## config.mk

```make
export PLATFORM = sky130hd
export DESIGN_NAME = riscv_if
export DESIGN_NICKNAME = d
export VERILOG_FILES = /design/src/rtl/riscv_if.sv
export SDC_FILE = /design/constraint.sdc
export NUM_CORES = 1
export LEC_CHECK = 0
export BUFFER_PORTS_ARGS = -buffer_cell sky130_fd_sc_hd__clkbuf_2
export CAP_MARGIN = 5
export CORE_MARGIN = 8
export CORE_UTILIZATION = 31
export DETAILED_ROUTE_END_ITERATION = 8
export SETUP_SLACK_MARGIN = 0.3
export SYNTH_ARGS = -nofsm -noshare
export SYNTH_HDL_FRONTEND = slang
export SYNTH_SLANG_ARGS = --single-unit
export TNS_END_PERCENT = 20
```

## constraint.sdc

```tcl
create_clock -name clk -period 2.2 [get_ports clk]
set_input_delay 0.11 -clock clk [delete_from_list [all_inputs] [get_ports clk]]
set_output_delay 0.11 -clock clk [all_outputs]
set_load 0.005 [all_outputs]
```

## src/rtl/riscv_if.sv

```systemverilog
// Instruction fetch stage: issues word reads to instruction memory and presents instruction/pc to decode.
// Optional feature: define RISCV_IF_PREFETCH_EN for a 2-entry prefetch FIFO (1 insn/cycle).
module riscv_if #(
  parameter logic [31:0] RESET_PC = 32'h0000_0000,
  parameter logic [31:0] NOP_INSN = 32'h0000_0013
) (
  input  logic        clk,
  input  logic        rst,
  output logic        imem_req,
  output logic [31:0] imem_addr,
  input  logic        imem_ack,
  input  logic [31:0] imem_rdata,
  input  logic        redirect,
  input  logic [31:0] redirect_pc,
  input  logic        id_ready,
  output logic [31:0] instruction,
  output logic [31:0] pc,
  output logic        valid,
  output logic        exception
);

  typedef enum logic [1:0] {IDLE, REQ, DROP, HALT} state_e;

  state_e      state_q, state_d;
  logic        req_q, req_d;
  logic [31:0] addr_q, addr_d;
  logic [31:0] insn_q, insn_d;
  logic [31:0] pc_q, pc_d;
  logic        valid_q, valid_d;
  logic        exc_q, exc_d;
  logic [31:0] fetch_pc_q, fetch_pc_d;

  logic ack_v;
  logic slot_free;
  logic outstanding;

`ifdef RISCV_IF_PREFETCH_EN
  logic [1:0][31:0] fifo_insn_q, fifo_insn_d;
  logic [1:0][31:0] fifo_pc_q, fifo_pc_d;
  logic [1:0]       cnt_q, cnt_d;
  logic             rd_q, rd_d;
  logic             wr_q, wr_d;
  logic             push;
  logic             pop;
`endif

  assign ack_v       = imem_ack && req_q;
  assign slot_free   = !valid_q || id_ready;
  assign outstanding = req_q && !imem_ack;

  always_comb begin
    state_d    = state_q;
    req_d      = req_q;
    addr_d     = addr_q;
    insn_d     = insn_q;
    pc_d       = pc_q;
    valid_d    = valid_q;
    exc_d      = exc_q;
    fetch_pc_d = fetch_pc_q;

    if (valid_q && id_ready) begin
      valid_d = 1'b0;
      insn_d  = NOP_INSN;
    end

`ifdef RISCV_IF_PREFETCH_EN
    fifo_insn_d = fifo_insn_q;
    fifo_pc_d   = fifo_pc_q;
    cnt_d       = cnt_q;
    rd_d        = rd_q;
    wr_d        = wr_q;
    push        = ack_v && (state_q == REQ);
    pop         = (cnt_q != 2'd0) && slot_free;

    if (pop) begin
      insn_d  = fifo_insn_q[rd_q];
      pc_d    = fifo_pc_q[rd_q];
      valid_d = 1'b1;
      rd_d    = ~rd_q;
    end
    if (push) begin
      fifo_insn_d[wr_q] = imem_rdata;
      fifo_pc_d[wr_q]   = fetch_pc_q;
      wr_d              = ~wr_q;
      fetch_pc_d        = fetch_pc_q + 32'd4;
    end
    if (push && !pop) begin
      cnt_d = cnt_q + 2'd1;
    end else if (!push && pop) begin
      cnt_d = cnt_q - 2'd1;
    end

    // A new request may start only if the FIFO can still hold it once it lands.
    case (state_q)
      IDLE: begin
        state_d = REQ;
        req_d   = 1'b1;
        addr_d  = fetch_pc_q;
      end
      REQ: begin
        if (!req_q || ack_v) begin
          if (cnt_d <= 2'd1) begin
            req_d  = 1'b1;
            addr_d = fetch_pc_d;
          end else begin
            req_d = 1'b0;
          end
        end
      end
      DROP: begin
        if (ack_v) begin
          state_d = REQ;
          req_d   = 1'b1;
          addr_d  = fetch_pc_q;
        end
      end
      HALT: begin
        if (ack_v) begin
          req_d = 1'b0;
        end
      end
      default: state_d = IDLE;
    endcase
`else
    case (state_q)
      IDLE: begin
        if (slot_free) begin
          state_d = REQ;
          req_d   = 1'b1;
          addr_d  = fetch_pc_q;
        end
      end
      REQ: begin
        if (ack_v) begin
          insn_d     = imem_rdata;
          pc_d       = fetch_pc_q;
          valid_d    = 1'b1;
          fetch_pc_d = fetch_pc_q + 32'd4;
          req_d      = 1'b0;
          state_d    = IDLE;
        end
      end
      DROP: begin
        if (ack_v) begin
          state_d = REQ;
          req_d   = 1'b1;
          addr_d  = fetch_pc_q;
        end
      end
      HALT: begin
        if (ack_v) begin
          req_d = 1'b0;
        end
      end
      default: state_d = IDLE;
    endcase
`endif

    // An unacknowledged request must stay stable, so its data is dropped later instead.
    if (redirect) begin
      valid_d    = 1'b0;
      insn_d     = NOP_INSN;
      fetch_pc_d = redirect_pc;
`ifdef RISCV_IF_PREFETCH_EN
      cnt_d = 2'd0;
      rd_d  = 1'b0;
      wr_d  = 1'b0;
`endif
      if (redirect_pc[1:0] != 2'b00) begin
        exc_d   = 1'b1;
        state_d = HALT;
        req_d   = outstanding;
      end else begin
        exc_d = 1'b0;
        if (outstanding) begin
          state_d = DROP;
          req_d   = 1'b1;
        end else begin
          state_d = REQ;
          req_d   = 1'b1;
          addr_d  = redirect_pc;
        end
      end
    end
  end

  always_ff @(posedge clk or negedge rst) begin
    if (!rst) begin
      state_q    <= IDLE;
      req_q      <= 1'b0;
      addr_q     <= RESET_PC;
      insn_q     <= NOP_INSN;
      pc_q       <= RESET_PC;
      valid_q    <= 1'b0;
      exc_q      <= 1'b0;
      fetch_pc_q <= RESET_PC;
`ifdef RISCV_IF_PREFETCH_EN
      fifo_insn_q <= '0;
      fifo_pc_q   <= '0;
      cnt_q       <= 2'd0;
      rd_q        <= 1'b0;
      wr_q        <= 1'b0;
`endif
    end else begin
      state_q    <= state_d;
      req_q      <= req_d;
      addr_q     <= addr_d;
      insn_q     <= insn_d;
      pc_q       <= pc_d;
      valid_q    <= valid_d;
      exc_q      <= exc_d;
      fetch_pc_q <= fetch_pc_d;
`ifdef RISCV_IF_PREFETCH_EN
      fifo_insn_q <= fifo_insn_d;
      fifo_pc_q   <= fifo_pc_d;
      cnt_q       <= cnt_d;
      rd_q        <= rd_d;
      wr_q        <= wr_d;
`endif
    end
  end

  assign imem_req    = req_q;
  assign imem_addr   = addr_q;
  assign instruction = insn_q;
  assign pc          = pc_q;
  assign valid       = valid_q;
  assign exception   = exc_q;

endmodule
```

======== Word level (Yosys, flattened, before mapping) ========
Index checks and enable logic that the tools add are counted.
word-level totals
  flip-flop bits (word level) ............. 133
  logic and storage cells ................. 63
cells by class
  $add $sub $neg .......................... 1
  equality and inequality tests ........... 7
  mux-type cells .......................... 31
  reduce and logical (&&, ||, !) cells .... 16
operators by type and width
  cell                     count
  $mux W32                 12
  $pmux W32 S2             1
  $add A32 B3 Y32 const B  1
  $mux W2                  6
  $mux W1                  10
  $ne A3 B3 Y1 const B     3
  $pmux W2 S3              1
  $reduce_bool A2 Y1       3
  $eq A2 B2 Y1 const B     2
  $reduce_and A2 Y1        2
  $reduce_and A4 Y1        1
  $reduce_bool A4 Y1       1
  $logic_and A1 B1 Y1      3
  $ne A3 B1 Y1 const B     1
  $pmux W1 S3              1
  $reduce_and A3 Y1        1
  $eq A2 B1 Y1 const B     1
  $logic_not A1 Y1         2
  $logic_not A2 Y1         1
  $reduce_or A2 Y1         1
  $logic_or A1 B1 Y1       1

======== Depth between registers and ports, before layout ========
Gate-level depths: netlist of run 1.
  word-level depth ........................ 7
  gate-level depth with buffers ........... 7

======== Least setup slack after synthesis of run 1 ========
No wires, ideal clock.
  path type ............................... register to register
  start point ............................. reg state_q[0]
  end point ............................... reg fetch_pc_q[13]
  library setup time ...................... 0.069 ns
  arrival time ............................ 1.871 ns
  required time ........................... 2.131 ns
  path slack .............................. 0.260 ns
  stages on the path, launching flop included .. 8
  cells stage by stage .................... dfrtp_1 buf_2 nand3_2 or4_1 buf_2 buf_2 or4_1 nand3_1
on the way
  cells in the longest elaborated chain, start to end .. 3
ends and longest elaborated chain
  item                                 RTL line  source
  start: declaration                   24        state_e state_q, state_d;
  start signal: assignment             205       state_q <= state_d;
  $eq A2 B1 Y1                         125       case (state_q)
  $reduce_bool A2 Y1 (no source line)  -
  $reduce_and A2 Y1 (no source line)   -
  end signal: assignment               212       fetch_pc_q <= fetch_pc_d;
  end: declaration                     31        logic [31:0] fetch_pc_q, fetch_pc_d;
No other way between the ends.
A chain may end at the register's enable or synchronous reset.

======== Worst setup path after layout of run 1 ========
  start point ............................. reg state_q[1]
  end point ............................... reg fetch_pc_q[31]
The elaborated chain is that of the path after synthesis.

==> results of run 1 <==
-- critical path, stage by stage (launching register included) --
cell	delay, ns
dfrtp_2	0.44
buf_6	0.13
nand3b_1	0.16
or4_4	0.46
buf_8	0.16
or4_1	0.46
a31oi_1	0.16
-- final cells by class --
| cell class | instances | area [um2] | share of cell area, % |
|---|---|---|---|
| multi-input combinational | 348 | 2420 | 28.6 |
| sequential | 133 | 3330 | 39.5 |
| inverter | 5 | 18.8 | 0.222 |
| tap | 234 | 293 | 3.47 |
| timing repair buffer | 265 | 1810 | 21.5 |
| clock buffer | 18 | 439 | 5.20 |
| clock inverter | 14 | 126 | 1.50 |
-- cells in the final DEF (no fill, tap or decap), drive strengths merged, types with 2 or more instances in the layout --
master / synthesis / routed
or4: 19 / 19
and4: 2 / 2
nand2: 60 / 60
mux2i: 33 / 33
o211ai: 6 / 6
nand4: 8 / 8
mux2: 34 / 34
o31ai: 13 / 13
nor4: 3 / 3
dlygate4sd3: 0 / 65
nand3b: 2 / 2
a22o: 30 / 30
or3: 3 / 3
o21ai: 45 / 45
buf: 11 / 34
a31oi: 15 / 15
a211oi: 2 / 2
dfrtp: 130 / 130
clkinvlp: 0 / 2
inv: 5 / 8
clkbuf: 25 / 184
nand3: 17 / 17
dfstp: 3 / 3
and3: 5 / 5
o22a: 3 / 3
clkinv: 0 / 8
xor2: 2 / 2
nor3b: 2 / 2
nor2: 22 / 22
nor3: 4 / 4
xnor2: 6 / 6
-- state kept, by name (all words and copies together), names as in the netlist --
| name | flops |
|---|---|
| valid | 1 |
| exception | 1 |
| state_q | 2 |
| imem_addr | 32 |
| fetch_pc_q | 32 |
| instruction | 32 |
| imem_req | 1 |
| pc | 32 |
-- routing by layer --
| metal | vias up | part of all wire [%] | track usage (%) |
|---|---|---|---|
| met5 | - | 0 | 0 |
| met4 | 0 | 1.0 | 4.48 |
| met3 | 13 | 6.7 | 5.44 |
| met2 | 150 | 47 | 24.5 |
| met1 | 2474 | 45 | 18.3 |
| li1 | 2412 | - | - |
-- metrics by stage --
step / instances / total power, mW / hold slack (ns)
2_1_floorplan: 522 / 3.63 / -0.186
3_3_place_gp: 915 / 4.32 / 0.151
3_5_place_dp: 915 / 4.34 / 0.144
4_1_cts: 1015 / 7.19 / 0.103
5_1_grt: 1017 / 7.48 / 0.157
6_report: 1017 / 7.07 / 0.119
-- where the power goes --
group	switching, mW	internal [mW]
clock	1.12	1.59
sequential	0.282	2.86
combinational	0.547	0.680
total	1.95	5.13
-- cell families (layout without fill, tap and decap cells) --
family          Yosys count  after routing
flops                   133            133
xor+xnor                  8              8
fa+ha+maj                 1              1
buf+inv                  41            302
simple gates            154            154
mux                      67             67
compound gates          118            118
-- worst min path at each step --
stage | startpoint | endpoint | slack [ns] | cells after the start
detailed placement | rst | fetch_pc_q[25] | 0.14 | 1
global route | id_ready | valid | 0.16 | 4
finish | id_ready | valid | 0.12 | 4
CTS | id_ready | valid | 0.10 | 4
global placement | rst | imem_addr[25] | 0.15 | 1
floorplan | rst | exception | -0.19 | 0
-- what timing repair did --
action / CTS / global route
gates cloned: 0 / 1
endpoints found under the hold margin: 152 / 0
hold buffers: 65 / 0
pin swaps: 1 / 3
buffers inserted: 3 / 1
endpoints found under the setup margin: 40 / 43
gates resized for setup: 0 / 5
==> results.md, run 1 <==
* Vias post-DR at 5,049
* Post-Layout Inst Area at 0.00844 mm2
* Final hold violation count at 0
* WL per Instance at 17.1 um
* Drt pass-1 iters at 4
* CP Capture Type: register
* Synth Area in Compound Gates at 13.6%
* Unrepaired setup endpoints after global routing: yes
* Setup violators final at 0
* Via/cell ratio at roughly 5.0
* Leakage power at 3.79 nW
* DRC Markers at 0
* Vias in the first global route at 5,372
* Unique masters post-synth at 43
* Clk root buf: clkbuf_16
* Tightest Pin Transition at 0.643 ns
* Crit Path Category: reg -> reg
* Die area at 0.0236 mm2
* Congestion Overflow GR at 0
* CTS tree: yes
* Port buffer count at roughly 170
* HP Class: in -> reg
* Net count, final at 840
* Row Count at 50
* Final RePlAce weighted congestion at 0.707
* Count leader, synth: dfrtp_1
* First-pass GRT wire length at 28.6 mm
* DP Worst Slack at 0.0820 ns
* IO Pins at 168
* Clock sinks at about 130
* Largest family of logic cells by synthesized area: compound AO/OA/AOI/OAI gates
* Initial antenna violation count at 0
* RR Endpoint: fetch_pc_q[31]
* Post-synth EDFFs at 0
* Antenna cell count at 0
* Post-synthesis sequential area ratio at a little under three fifths
* Largest net degree at the start of global routing at 65
* Util after Layout at 45.3%
* Post-synth top area share at between 50% and 60%
* CP arrival at 2.38 ns
* Drt total wl at between 15 and 20 mm
* Dpl hpwl at 11.8 mm
* Largest cells by area after synthesis: dfrtp_1 55%, mux2_2 6.5%, mux2i_1 5.6%, a22o_1 4.5%, nand2_1 3.8%
* Total track usage at 15.0%
* Share of cells above drive strength 1 at 35.8%
* Post-Synth XOR/XNOR Area at 1.19%
* Clock buffer count from CTS at 17
* Final min period at 2.04 ns
* Yosys Warn Count at 0
* CTS clk-pin slew, worst paths at 0.06 ns
* Die Y at 154 um
* Commonest cells post-synth: 130 x dfrtp_1, 60 x nand2_1, 45 x o21ai_0, 34 x mux2_2, 33 x mux2i_1
* CP Launch Point: state_q[1]
* Worst VDD drop at approximately 0.00046 V
* Gate Count Post-Synth at 522
* Leading area contributor after synthesis: dfrtp_1
* Synth Register Bits at 133
* Clock latency on the worst-skew pair at ~0.42 ns
* Critical path startpoint category: register
* CP max FO at 8
* Pwr dens at 838 mW/mm2
* Highest clock rate at between 400 and 500 MHz
* Max cap viols at 0
* Worst Setup EP: fetch_pc_q[31]
* Worst-case clock buffer depth at 2
* Area Growth Syn to Fin at 43.6%
* Skew final at 0.00772 ns
* Worst Setup Slack, final at 0.156 ns
* H-tree depth at 4
* Post-Synth Adder-Cell Area at 0.213%
* Post-Syn Area at around 0.0059 mm2
* Syn_nets at 592
* # fillers at 1,752
* Setup TNS at 0 ns
* R2R Path Start: state_q[1]
* Core area at 0.0186 mm2
* Post-route clock period utilization at 92.9%
* Dpl cell area at 0.00716 mm2
* Initial Utilization at between 30% and 40%
* Fin. max-slew vios at 0
* Reg2reg setup slack at 0.16 ns
* R2R depth at 6
* Post-synthesis mux area share at 12.1%
* Max_slew headroom at a little under three fifths
* Synthesized area per cell at 11.3 um2
* Status: completed
* Initial drt markers at approximately 250
* Simple-gate share of the synthesized area at 13.3%
* Number of routed nets with antenna violations at 0
* Most used DFF post-synth: dfrtp_1
* Worst Path Required at between 2 and 3 ns
* Asr flop ratio synth at 100%
* Width of the die at between 150 and 200 um
Note: power is estimated with default switching activity, not from simulation.
==> run 2: changes to the inputs <==
--- a/config.mk
+++ b/config.mk
@@ -7,6 +7,7 @@
 export LEC_CHECK = 0
 export BUFFER_PORTS_ARGS = -buffer_cell sky130_fd_sc_hd__clkbuf_2
 export CAP_MARGIN = 5
+export CORE_ASPECT_RATIO = 1.1
 export CORE_MARGIN = 8
 export CORE_UTILIZATION = 31
 export DETAILED_ROUTE_END_ITERATION = 8
==> results.md, run 2 (same netlist as run 1, synthesis figures left out) <==
* Number of routed nets with antenna violations at 0
* Worst Path Required at roughly 2.5 ns
* Post-Layout Inst Area at 0.00860 mm2
* Unrepaired setup endpoints after global routing: yes
* Initial drt markers at between 150 and 200
* Reg2reg setup slack at 0.32 ns
* Non-filler cells, final at approximately 1,000
* Die area at 0.0236 mm2
* Clock latency on the worst-skew pair at 0.42 ns
* Tightest Pin Transition at 0.597 ns
* H-tree depth at 4
* Initial Utilization at 31.2%
* Fin. max-slew vios at 0
* # fillers at between 1,500 and 2,000
* Final hold violation count at 0
* Psw at 1.87 mW
* Vias in the first global route at 5,371
* Die Y at 160 um
* Skew final at approximately 0.011 ns
* Post-route clock period utilization at 85.5%
* Initial antenna violation count at 0
* Worst-case clock buffer depth at 2
* Dpl cell area at just over 0.007 mm2
* Core area at 0.0188 mm2
* Final min period at 1.88 ns
* CP Capture Type: register
* Critical path startpoint category: register
* Multi-input gate area at ~0.0024 mm2
* Setup TNS at 0 ns
* IO Pins at 168
* Status: completed
* Total track usage at between 10% and 20%
* DRC Markers at 0
* Drt total wl at 17.2 mm
* Highest clock rate at 531 MHz
* Most frequent cells in the layout: 166 x clkbuf_2, 126 x dfrtp_1, 65 x dlygate4sd3_1, 60 x nand2_1, 45 x o21ai_0
* Worst VDD drop at between 0.0005 and 0.0006 V
* Port buffer count at 167
* CTS tree: yes
* Dpl cells at 928
* Net count, final at 852
* Part of the power in registers at 42.7%
* Max_slew headroom at 60.1%
* Clk root buf: clkbuf_16
* WL per Instance at about 17 um
* Net Sw Frac at 25.6%
* Share of cells above drive strength 1 at 37.0%
* Max cap viols at 0
* Via/cell ratio at a little under 5
* Total power at 7.30 mW
* Int Pwr at between 5 and 6 mW
* Largest net degree at the start of global routing at between 50 and 60
* DP Worst Slack at 0.209 ns
* Crit Path Category: reg -> reg
* CP max FO at 9
* Pwr dens at 849 mW/mm2
* Util after Layout at 45.7%
* Drt pass-1 iters at 4
* Leakage power at 3.86 nW
* CP arrival at 2.21 ns
* Clock buffer count from CTS at 17
* Hold_ws at 0.107 ns
* Row Count at 53
* Setup violators final at 0
* Worst Setup Slack, final at 0.318 ns
* Antenna cell count at 0
* Congestion Overflow GR at 0
* Final RePlAce weighted congestion at between 0.7 and 0.8
* Register area at between 0.003 and 0.004 mm2
* HP Class: in -> reg
* Dpl hpwl at between 10 and 15 mm
* Area Growth Syn to Fin at 46.4%
* Commonest non-fill, non-tap cell in the layout: clkbuf_2
* Width of the die at between 100 and 150 um
* Clock sinks at 133
* First-pass GRT wire length at 28.1 mm
* Vias post-DR at between 5,000 and 6,000
* Combinational group share of total power at 17.3%
* CTS clk-pin slew, worst paths at 0.06 ns
* Clock Power Share at approximately 40%
==> run 2: changes by cell type in the layout (fill, tap and decap cells not counted), moves of 2 or more <==
cell | previous run | this run
buf_4 | 25 | 34
buf_6 | 2 | 6
bufinv_16 | 1 | 3
clkbuf_1 | 0 | 4
clkbuf_8 | 1 | 3
clkinv_2 | 4 | 2
clkinv_4 | 4 | 0
dfrtp_1 | 129 | 126
dfrtp_2 | 1 | 4
inv_6 | 3 | 1
==> run 2: cell type report <==
class | instances | share of cell area [%]
Tap cell | 247 | 3.59
Multi-Input combinational cell | 348 | 28.2
Sequential cell | 133 | 38.8
Inverter | 5 | 0.218
Clock buffer | 24 | 5.60
Clock inverter | 8 | 1.44
Timing Repair Buffer | 277 | 22.1
==> run 2: worst paths after layout <==
check / start / to / cells past startpoint
worst max register to register: fetch_pc_q[5] / fetch_pc_q[29] / 6
worst min register to register: exception / exception / 1
min in group asynchronous: rst / instruction[23] / 2
worst min-delay path: imem_ack / imem_req / 4
max in group asynchronous: rst / instruction[1] / 3
worst max-delay path: fetch_pc_q[5] / fetch_pc_q[29] / 6
==> run 2: repair_timing <==
action / in CTS / in global routing
setup buffers: 12 / 4
hold endpoints to repair: 145 / 0
cloned: 0 / 1
pin swaps: 3 / 2
resized for setup: 7 / 9
endpoints found under the setup margin: 25 / 33
hold buffers: 65 / 0
==> run 2: power by group through the flow <==
stage,Sequential (mW),Combinational [mW],Clock [mW]
floorplan,3.15,0.477,0
global placement,3.16,1.16,0
detailed placement,3.17,1.17,0
CTS,3.12,1.29,2.99
global route,3.19,1.42,3.10
finish,3.12,1.26,2.91
==> run 2: critical path, cell delays in order (launching register included) <==
cell and delay (ns):
dfrtp_1 0.37, buf_4 0.12, and4_4 0.24, nand4_1 0.16, buf_6 0.19, or4b_2 0.62, o211ai_1 0.09
==> run 2: per-layer routing <==
metal | track usage, % | share of wire, % | up-vias
met5 | 0 | 0 | -
met4 | 3.48 | 0.56 | 0
met3 | 6.27 | 7.7 | 7
met2 | 24.6 | 48 | 138
met1 | 17.4 | 43 | 2438
li1 | - | - | 2448
==> run 3: changes to the inputs <==
--- a/config.mk
+++ b/config.mk
@@ -7,10 +7,15 @@
 export LEC_CHECK = 0
 export BUFFER_PORTS_ARGS = -buffer_cell sky130_fd_sc_hd__clkbuf_2
 export CAP_MARGIN = 5
+export CELL_PAD_IN_SITES_DETAIL_PLACEMENT = 1
+export CELL_PAD_IN_SITES_GLOBAL_PLACEMENT = 1
 export CORE_ASPECT_RATIO = 1.1
 export CORE_MARGIN = 8
 export CORE_UTILIZATION = 31
+export CTS_CLUSTER_DIAMETER = 60
 export DETAILED_ROUTE_END_ITERATION = 8
+export PLACE_DENSITY_LB_ADDON = 0.1
+export RECOVER_POWER = 50
 export SETUP_SLACK_MARGIN = 0.3
 export SYNTH_ARGS = -nofsm -noshare
 export SYNTH_HDL_FRONTEND = slang
==> results.md, run 3 (same netlist as run 1, synthesis figures left out) <==
* Clock buffer count from CTS at 17
* Unrepaired setup endpoints after global routing: yes
* CP max FO at 7
* Status: completed
* Reg2reg setup slack at 0.30 ns
* DRC Markers at 0
* Final min period at 1.90 ns
* Pwr dens at 840 mW/mm2
* Post-route clock period utilization at 86.3%
* CTS tree: yes
* Clock latency on the worst-skew pair at 0.42 ns
* Post-Layout Inst Area at roughly 0.0085 mm2
* Core area at about 0.019 mm2
* CTS clk-pin slew, worst paths at approximately 0.060 ns
* Clock sinks at 133
* HP Start: redirect
* Worst-case clock buffer depth at 2
* Commonest non-fill, non-tap cell in the layout: dfrtp_1
* CP Capture Type: register
* Congestion Overflow GR at 0
* Crit Path Category: reg -> reg
* Max cap viols at 0
* Setup TNS at 0 ns
* Initial drt markers at 140
* Die area at 0.0236 mm2
* R2R depth at 5
* Vias in the first global route at 6,029
* Worst VDD drop at 0.000513 V
* Vias post-DR at 5,250
* R2R Path Start: fetch_pc_q[13]
* Hold_ws at 0.0344 ns
* RR Endpoint: fetch_pc_q[29]
* Area Growth Syn to Fin at 44.8%
* IO Pins at about 170
* Net count, final at 858
* Total track usage at about 17%
* Non-filler cells, final at about 1,000
* Util after Layout at 45.2%
* CP Launch Point: fetch_pc_q[13]
* Dpl hpwl at between 10 and 15 mm
* Antenna cell count at 0
* Final RePlAce weighted congestion at 0.722
* Highest clock rate at around 530 MHz
* Number of routed nets with antenna violations at 0
* Worst Setup EP: fetch_pc_q[29]
* First-pass GRT wire length at around 32 mm
* Dpl cells at between 900 and 1,000
* Tightest Pin Transition at 1.09 ns
* Initial antenna violation count at 0
* Max_slew headroom at between 20 and 30%
* Drt total wl at about 19 mm
* Final hold violation count at 0
* WL per Instance at roughly 18 um
* HP Class: in -> reg
* CP arrival at 2.23 ns
* Largest net degree at the start of global routing at 64
* Row Count at 53
* Total power at between 7 and 8 mW
* Via/cell ratio at around 5
* Critical path startpoint category: register
* Initial Utilization at 31.2%
* Dpl cell area at 0.00712 mm2
* Port buffer count at 167
* Setup violators final at 0
* Most frequent cells in the layout: 122 x dfrtp_1, 98 x clkbuf_2, 68 x clkbuf_1, 65 x dlygate4sd3_1, 60 x nand2_1
* Share of cells above drive strength 1 at a little under a third
* Width of the die at ~150 um
* H-tree depth at 4
* Drt pass-1 iters at 4
* Die Y at 160 um
* Skew final at 0.00885 ns
* DP Worst Slack at 0.143 ns
* Worst Path Required at approximately 2.5 ns
* Leakage power at 3.64 nW
* Clk root buf: clkbuf_16
* Fin. max-slew vios at 0
* Worst Setup Slack, final at 0.302 ns
run 3: final cells by class:
cell class / count / area (um2)
fill: 2098 / 10300
sequential: 133 / 3340
multi-input combinational: 348 / 2430
timing repair buffer: 283 / 1820
clock buffer: 17 / 425
tap: 247 / 309
clock inverter: 15 / 155
inverter: 5 / 18.8
run 3: how the worst min path moves through the flow:
stage          depth (start not counted)  slack, ns            end
2_1_floorplan                          0      -0.19      exception
6_report                               2       0.03  fetch_pc_q[3]
3_5_place_dp                           1       0.11  imem_addr[24]
3_3_place_gp                           1       0.11         pc[25]
5_1_grt                                2       0.04  fetch_pc_q[3]
4_1_cts                                2       0.03  fetch_pc_q[3]
run 3: metal layers:
| metal | up-vias | wire (um) | track usage [%] |
|---|---|---|---|
| met3 | 18 | 1180 | 5.74 |
| met4 | 0 | 231 | 5.38 |
| met2 | 124 | 9550 | 29.0 |
| met5 | - | 0 | 0 |
| li1 | 2448 | - | - |
| met1 | 2660 | 8010 | 19.0 |
run 3: worst max-delay path, cell delays in order, from the launching register on:
cell	delay, ns
dfrtp_2	0.43
and3_1	0.23
nand4_1	0.21
buf_4	0.21
or4b_2	0.62
o211ai_1	0.11
run 3: report_power, final:
part | total (mW) | switching [mW] | leakage, nW | internal, mW
sequential | 3.14 | 0.281 | 1.65 | 2.86
combinational | 1.21 | 0.577 | 1.70 | 0.632
clock | 2.80 | 1.13 | 0.280 | 1.67
run 3: repair_timing:
item | 4_1_cts | 5_1_grt
pin swaps | 2 | 9
cloned | 0 | 2
hold endpoints to repair | 144 | 0
endpoints found under the setup margin | 12 | 44
hold buffers | 65 | 0
gates resized for setup | 8 | 9
buffers inserted | 19 | 7
